File: config.mk
export PLATFORM = sky130hd
export DESIGN_NAME = apb_simple_master
export DESIGN_NICKNAME = d
export VERILOG_FILES = /design/src/rtl/apb_mst_pkg.sv /design/src/rtl/apb_mst_timeout.sv /design/src/rtl/apb_simple_master.sv
export SDC_FILE = /design/constraint.sdc
export NUM_CORES = 1
export LEC_CHECK = 0
export BUFFER_PORTS_ARGS = -buffer_cell sky130_fd_sc_hd__buf_4
export CAP_MARGIN = 25
export CORE_ASPECT_RATIO = 0.7
export CORE_MARGIN = 1.5
export CORE_UTILIZATION = 47
export CTS_CLUSTER_DIAMETER = 100
export DETAILED_ROUTE_END_ITERATION = 7
export PLACE_DENSITY = 0.84
export SYNTH_ARGS = -nofsm -noshare
export SYNTH_HDL_FRONTEND = slang
export SYNTH_SLANG_ARGS = --single-unit
File: constraint.sdc
create_clock -name pclk -period 2.05 [get_ports pclk]
set_clock_uncertainty 0.1 [all_clocks]
set_input_delay 0 -clock pclk [delete_from_list [all_inputs] [get_ports pclk]]
set_output_delay 0 -clock pclk [all_outputs]
set_load 0.05 [all_outputs]
File: src/rtl/apb_mst_pkg.sv
// Shared constants for the simple APB initiator: bus widths, default timeout
// and FSM state encodings.
package apb_mst_pkg;

    localparam int unsigned APB_AW          = 32;
    localparam int unsigned APB_DW          = 32;
    localparam int unsigned TIMEOUT_DEFAULT = 255;

    localparam logic [1:0] StIdle   = 2'd0;
    localparam logic [1:0] StSetup  = 2'd1;
    localparam logic [1:0] StAccess = 2'd2;
    localparam logic [1:0] StResp   = 2'd3;

    function automatic logic [APB_AW-1:0] word_align(input logic [APB_AW-1:0] addr);
        return {addr[APB_AW-1:2], 2'b00};
    endfunction

endpackage

File: src/rtl/apb_mst_timeout.sv
// ACCESS-phase stall counter; flags expiry once the count reaches TIMEOUT.
// TIMEOUT of 0 disables expiry entirely.
module apb_mst_timeout
    import apb_mst_pkg::*;
#(
    parameter int unsigned TIMEOUT = TIMEOUT_DEFAULT,
    parameter int unsigned CNT_W   = 8
) (
    input  logic pclk,
    input  logic presetn,
    input  logic clear,
    input  logic enable,
    output logic expired
);

    localparam logic [CNT_W-1:0] Limit = CNT_W'(TIMEOUT);

    logic [CNT_W-1:0] cnt_q, cnt_d;

    // Saturate at the limit so a held stall can never wrap back to zero.
    always_comb begin
        cnt_d = cnt_q;
        if (clear) begin
            cnt_d = '0;
        end else if (enable && (cnt_q != Limit)) begin
            cnt_d = cnt_q + 1'b1;
        end
    end

    always_ff @(posedge pclk or negedge presetn) begin
        if (!presetn) begin
            cnt_q <= '0;
        end else begin
            cnt_q <= cnt_d;
        end
    end

    assign expired = (TIMEOUT != 0) && (cnt_q == Limit);

endmodule

File: src/rtl/apb_simple_master.sv
// Single-outstanding APB initiator: valid/ready request in, APB setup/access out,
// valid/ready response back with read data, slave error and stall timeout status.
module apb_simple_master
    import apb_mst_pkg::*;
#(
    parameter int unsigned TIMEOUT = TIMEOUT_DEFAULT,
    parameter int unsigned CNT_W   = 8
) (
    input  logic        pclk,
    input  logic        presetn,
    input  logic        req_valid,
    output logic        req_ready,
    input  logic        req_write,
    input  logic [31:0] req_addr,
    input  logic [31:0] req_wdata,
    input  logic [2:0]  req_prot,
    output logic        rsp_valid,
    input  logic        rsp_ready,
    output logic [31:0] rsp_rdata,
    output logic        rsp_err,
    output logic        rsp_timeout,
    output logic        psel,
    output logic        penable,
    output logic        pwrite,
    output logic [31:0] paddr,
    output logic [31:0] pwdata,
    output logic [2:0]  pprot,
    input  logic [31:0] prdata,
    input  logic        pready,
    input  logic        pslverr
);

    logic [1:0]  state_q, state_d;
    logic        write_q, write_d;
    logic [31:0] addr_q, addr_d;
    logic [31:0] wdata_q, wdata_d;
    logic [2:0]  prot_q, prot_d;
    logic [31:0] rdata_q, rdata_d;
    logic        err_q, err_d;
    logic        to_q, to_d;

    logic accept;
    logic stall;
    logic expired;

    assign accept = (state_q == StIdle) && req_valid;
    assign stall  = (state_q == StAccess) && !pready;

    apb_mst_timeout #(
        .TIMEOUT (TIMEOUT),
        .CNT_W   (CNT_W)
    ) u_timeout (
        .pclk    (pclk),
        .presetn (presetn),
        .clear   (accept),
        .enable  (stall),
        .expired (expired)
    );

    always_comb begin
        state_d = state_q;
        write_d = write_q;
        addr_d  = addr_q;
        wdata_d = wdata_q;
        prot_d  = prot_q;
        rdata_d = rdata_q;
        err_d   = err_q;
        to_d    = to_q;
        unique case (state_q)
            StIdle: begin
                if (req_valid) begin
                    state_d = StSetup;
                    write_d = req_write;
                    addr_d  = word_align(req_addr);
                    wdata_d = req_wdata;
                    prot_d  = req_prot;
                end
            end
            StSetup: begin
                state_d = StAccess;
            end
            StAccess: begin
                // pready on the expiry edge still counts as a normal completion.
                if (pready) begin
                    state_d = StResp;
                    rdata_d = write_q ? 32'h0 : prdata;
                    err_d   = pslverr;
                    to_d    = 1'b0;
                end else if (expired) begin
                    state_d = StResp;
                    rdata_d = 32'h0;
                    err_d   = 1'b1;
                    to_d    = 1'b1;
                end
            end
            StResp: begin
                if (rsp_ready) begin
                    state_d = StIdle;
                end
            end
            default: state_d = StIdle;
        endcase
    end

    always_ff @(posedge pclk or negedge presetn) begin
        if (!presetn) begin
            state_q <= StIdle;
            write_q <= 1'b0;
            addr_q  <= '0;
            wdata_q <= '0;
            prot_q  <= '0;
            rdata_q <= '0;
            err_q   <= 1'b0;
            to_q    <= 1'b0;
        end else begin
            state_q <= state_d;
            write_q <= write_d;
            addr_q  <= addr_d;
            wdata_q <= wdata_d;
            prot_q  <= prot_d;
            rdata_q <= rdata_d;
            err_q   <= err_d;
            to_q    <= to_d;
        end
    end

    assign req_ready   = (state_q == StIdle);
    assign psel        = (state_q == StSetup) || (state_q == StAccess);
    assign penable     = (state_q == StAccess);
    assign rsp_valid   = (state_q == StResp);
    assign pwrite      = write_q;
    assign paddr       = addr_q;
    assign pwdata      = wdata_q;
    assign pprot       = prot_q;
    assign rsp_rdata   = rdata_q;
    assign rsp_err     = err_q;
    assign rsp_timeout = to_q;

endmodule
# Word-level counts from Yosys, hierarchy flattened
# Index checks and enable logic that the tools add are counted.
[op_classes]
n_addsub = 1
n_eq_ne = 8
mux = 13
n_reduce_logical = 11
[ops]
columns = ["cell", "count"]
rows = [
  ["two-way mux 32 bit", 3],
  ["two-way mux 8 bit", 2],
  ["adder 8 x 1 -> 8 bit, second input constant", 1],
  ["== test 8 bit, second input constant", 1],
  ["two-way mux 2 bit", 4],
  ["inequality test 8 bit, second input constant", 1],
  ["case mux 2 bit (4 select lines)", 1],
  ["== test 2 bit, second input constant", 2],
  ["AND reduction 2 bit", 2],
  ["nonzero test 2 bit", 2],
  ["logical AND 1 bit", 3],
  ["two-way mux 1 bit", 3],
  ["inequality test 3 x 1 -> 1 bit, second input constant", 1],
  ["AND reduction 3 bit", 1],
  ["== test 2 x 1 -> 1 bit, second input constant", 1],
  ["logical NOT 2 bit", 1],
  ["inequality test 2 x 1 -> 1 bit, second input constant", 1],
  ["inequality test 2 bit, second input constant", 1],
  ["logical NOT 1 bit", 1],
  ["logical OR 1 bit", 1],
]
[totals]
regBits = 110
inputBits = 106
out_inout_bits = 106
wordCells = 42

# Logic depth before layout (Yosys ltp)
[depth]
depth_word = 5
depth_mapped = 7
mapped_depth_nobuf = 6

# Hierarchy
# A second synthesis with hierarchy kept.
[hier_totals]
cells_unflattened = 353
area_unflattened_um2 = 4584.4
[modules_own_cells]
columns = ["module", "instances", "cells_per_inst", "area_per_inst_um2", "seq_area_each_um2"]
rows = [
  ["apb_simple_master", 1, 306, 4115.2, 2552.4],
  ["apb_mst_timeout", 1, 47, 469.2, 200.2],
]

# Worst setup path before layout
# Ideal clock, no wire load.
[synth_timing]
path_kind = "register -> register"
from = "register state_q[0]"
to = "register addr_q[2] (netlist: paddr[2])"
setup_ns = 0.125
arrival_ns = 1.870
t_required_ns = 1.825
slack_ns = -0.045
path_stages_with_launch = 7
n_path_buf = 2
period_less_slack_ns = 2.095
cell_sequence = "dfrtp_1 inv_1 ha_1 and2_1 buf_8 buf_2 mux2_2"
[synth_between]
elab_chain_cells = 2
[synth_rtl]
columns = ["item", "line_no", "text"]
rows = [
  ["start, declared", "apb_simple_master.sv:33", "logic [1:0] state_q, state_d;"],
  ["start signal, assigned", "apb_simple_master.sv:107", "state_q <= StIdle;"],
  ["start signal, assigned", "apb_simple_master.sv:116", "state_q <= state_d;"],
  ["logical NOT 2 bit", "--", ""],
  ["net req_ready", "apb_simple_master.sv:12", "output logic req_ready,"],
  ["AND reduction 2 bit (no line)", "--", ""],
  ["end signal, assigned", "apb_simple_master.sv:118", "addr_q <= addr_d;"],
  ["end, declared", "apb_simple_master.sv:35", "logic [31:0] addr_q, addr_d;"],
]
# The timed path passes the listed nets, and every way through them passes these cells.
# A chain may end at the register's enable or synchronous reset.

# Worst setup path after layout
[layout_timing]
from = "register u_timeout.cnt_q[0]"
to = "register state_q[1]"
[layout_between]
elab_chain_cells = 3
[layout_rtl]
columns = ["item", "line_no", "text"]
rows = [
  ["start, declared", "apb_mst_timeout.sv:18", "logic [CNT_W-1:0] cnt_q, cnt_d;"],
  ["start signal, assigned", "apb_mst_timeout.sv:34", "cnt_q <= cnt_d;"],
  ["== test 8 bit", "apb_mst_timeout.sv:38", "assign expired = (TIMEOUT != 0) && (cnt_q == Limit);"],
  ["inequality test 3 x 1 -> 1 bit (no line)", "--", ""],
  ["AND reduction 3 bit (no line)", "--", ""],
]
# No other way between the ends.

==> results by group <==
Outcome
  – Status: completed

Clock tree
  – # resized after CTS: 0
  – H-Tree Depth: 3
  – Clock latency on the worst-skew pair: approximately 340 ps
  – Post-CTS Setup Inserts: 0
  – Clock slew seen by the registers of the worst setup and hold paths: 70 ps
  – TritonCTS clock tree: built
  – Clock buffer depth: 2
  – Root Buffer: clkbuf_16
  – Num CTS Buffers: 9
  – Total clock sinks: 110

Run
  – Max-cap violations: 0

Layout
  – # diodes: 0
  – Layout cells sized above 1: 41.6%
  – Final std cells w/o fill: 760
  – Synth-to-Final Area Change: 64.3%
  – Layout Nets: approximately 740

Power
  – Int Pwr: 6.49 mW
  – Clock power frac: between 10% and 20%
  – Static leakage: between 3 and 4 nW
  – Switching pwr: 6.12 mW
  – Maximum vdd drop: 1.31 mV
  – Pwr dens: 1650 mW/mm^2
  – Comb power frac: 58.1%
  – Sw frac: 48.6%
  – Total design power: approximately 13 mW
  – Sequential share of power: 29.2%

Yosys
  – Most frequent cell after synthesis: dfrtp_1
  – Synth warn: 0
  – Post-synth top cells: dfrtp_1 (110), mux2_1 (46), a21o_1 (32), and4b_1 (32), mux2_2 (21)
  – Syn Std Cell Area: 0.00464 sq mm
  – Sequential area share after synthesis: 59.3%
  – Avg Cell Area, Syn: 14.6 sq um
  – Yosys reg bits: 110
  – Ys async rst share: 100%
  – Top_reg_cell synth: dfrtp_1
  – Syn Inst Count: 319
  – Synth cell types: 40
  – Share of the synthesized area in the top cell type: 59.3%
  – Cell taking the most area after synthesis: dfrtp_1
  – Post-synth EDFFs: 0
  – Synth top area cells: dfrtp_1 (59%), mux2_1 (11%), and4b_1 (6.9%), a21o_1 (5.2%), mux2_2 (5.1%)

Routing
  – Via density per instance: 5.07
  – DR WL/cell: between 15 and 20 um
  – Final WL: about 13 mm
  – Antenna-violating nets left: 0
  – Drt first-iter violations: 145
  – Vias: 3851
  – First-pass DRT Iterations: 4
  – DR DRC count: 0

Floorplan
  – Die Y: between 80 and 90 um
  – Core Area: between 0.009 and 0.01 sq mm
  – Die Wd: 122 um
  – Die area: 0.0105 sq mm
  – Starting Density: 48.1%
  – I/O pin count: between 200 and 250
  – FP Rows: 30

STA
  – Fin Hold WS: 41.3 ps
  – Setup TNS: 0 ps
  – Worst setup margin: 155 ps
  – RSZ-0062 raised after global routing: false
  – Slew Limit Fails: 0
  – Final cycle utilization of the critical path: 92.4%
  – Achievable Freq: between 0.5 and 0.6 GHz
  – Final Setup Violations: 0
  – Fin. Hold Viols: 0
  – Final Critical Period: 1890 ps

Global route
  – Grt ovf: 0
  – First-pass GRT wire length: between 20 and 25 mm
  – Initial antenna violation count: 0
  – Pin count of the biggest net entering global routing: 43
  – GRT Total Usage: 26.2%
  – Vias in the first global route: approximately 4.2k

Critical path
  – Crit-path leading delay family: flip-flops
  – Arrival time worst endpoint: 2000 ps
  – Cells along the critical path: ha_1 > nand4_2 > o21ai_2 > and2b_1 > mux2_1
  – Setup crit start kind: flip-flop
  – Buf+Inv Stages, Crit Path: 0
  – Max Fanout on Critical Path: 5
  – Critical Path RT: 2160 ps
  – CP max stage cell: dfrtp_1
  – CP peak stage delay: 410 ps
  – Endpoint class of the critical path: flip-flop
  – Setup Crit Path Kind: reg2reg

Place
  – PortBufs: between 200 and 250
  – Placed cells: 642
  – Pre-CTS setup slack: just under 200 ps
  – GPL Wtd Cong: 0.743
  – DPL Wire Length: 7.88 mm

Worst hold path
  – Hold WC Path Type: in2async
## metrics by stage
step / area (sq um) / utilization [%]
5_1_grt: 7630 / 79.1
6_report: 7630 / 79.1
4_1_cts: 7630 / 79.1
2_1_floorplan: 4650 / -
3_3_place_gp: 6340 / 65.7
3_5_place_dp: 6340 / 65.7
## layer usage
layer | share of wire [%] | GRT usage (%) | vias up
li1 | - | - | 1769
met1 | 38 | 29.6 | 1913
met2 | 55 | 48.2 | 144
met3 | 5.4 | 7.17 | 25
met4 | 2.3 | 9.09 | 0
met5 | 0 | 0 | -
## power by group through the flow
| stage | clock (mW) | combinational, mW | sequential, mW |
|---|---|---|---|
| 6_report | 1.59 | 7.33 | 3.69 |
| 5_1_grt | 1.72 | 7.64 | 3.80 |
| 3_3_place_gp | 0 | 7.02 | 3.61 |
| 3_5_place_dp | 0 | 7.15 | 3.68 |
| 4_1_cts | 1.63 | 7.30 | 3.65 |
| 2_1_floorplan | 0 | 1.78 | 6.81 |
## layout by cell type, fill, tap and decap left out, types with 5 or more instances in the layout
master         synthesis  routed
inv_1                  5       5
mux2_1                46      46
dfrtp_1              110     110
dlygate4sd3_1          0     102
buf_4                  2     214
nor2_1                 8       8
and4b_1               32      32
a21o_1                32      32
mux2_2                21      21
clkbuf_16              0       9
## repair_timing
action	in CTS	in global routing
endpoints found under the hold margin	213	0
setup endpoints to repair	0	0
hold buffers	102	0
## state kept, by name, summed over array words and instances (netlist names)
name	flops
pwdata	32
rsp_rdata	32
paddr	30
u_timeout.cnt_q	8
pprot	3
state_q	2
pwrite	1
rsp_err	1
rsp_timeout	1
## worst register-to-register path: stages, from the launching register on
cell and delay, ps:
dfrtp_1 410, ha_1 260, nand4_2 160, o21ai_2 290
and2b_1 200, mux2_1 350
## cells by family after synthesis
kind of cell             after synthesis  share of synthesized area, %
adder cells (fa/ha/maj)                5                          1.35
AO/OA/AOI/OAI                         45                          7.62
multiplexers                          68                          16.5
AND/OR/NAND/NOR                       55                          10.1
other                                  1                        0.0807
XOR/XNOR                               6                          1.13
flip-flops                           110                          59.3
buffers and inverters                 29                          3.99
## worst paths after layout
path,start,endpoint,slack (ps),depth (start not counted)
min in group pclk,rsp_ready,state_q[0]$_DFFE_PN0P_,50,3
hold / removal,presetn,rsp_rdata[11]$_DFFE_PN0P_,40,2
max in group asynchronous,presetn,pwdata[5]$_DFFE_PN0P_,1190,3
hold reg to reg,rsp_rdata[11]$_DFFE_PN0P_,rsp_rdata[11]$_DFFE_PN0P_,380,1
setup / recovery,u_timeout.cnt_q[0]$_DFFE_PN0P_,state_q[1]$_DFFE_PN0P_,160,5
setup reg to reg,u_timeout.cnt_q[0]$_DFFE_PN0P_,state_q[1]$_DFFE_PN0P_,160,5
## area by class of cell
class	instances	area, sq um
Sequential cell	110	2750
Timing Repair Buffer	320	2710
Fill cell	531	2020
Multi-Input combinational cell	181	1720
Clock buffer	14	254
Tap cell	128	160
Inverter	5	18.8
Clock inverter	2	17.5
Power figures use the tool's default switching activity.
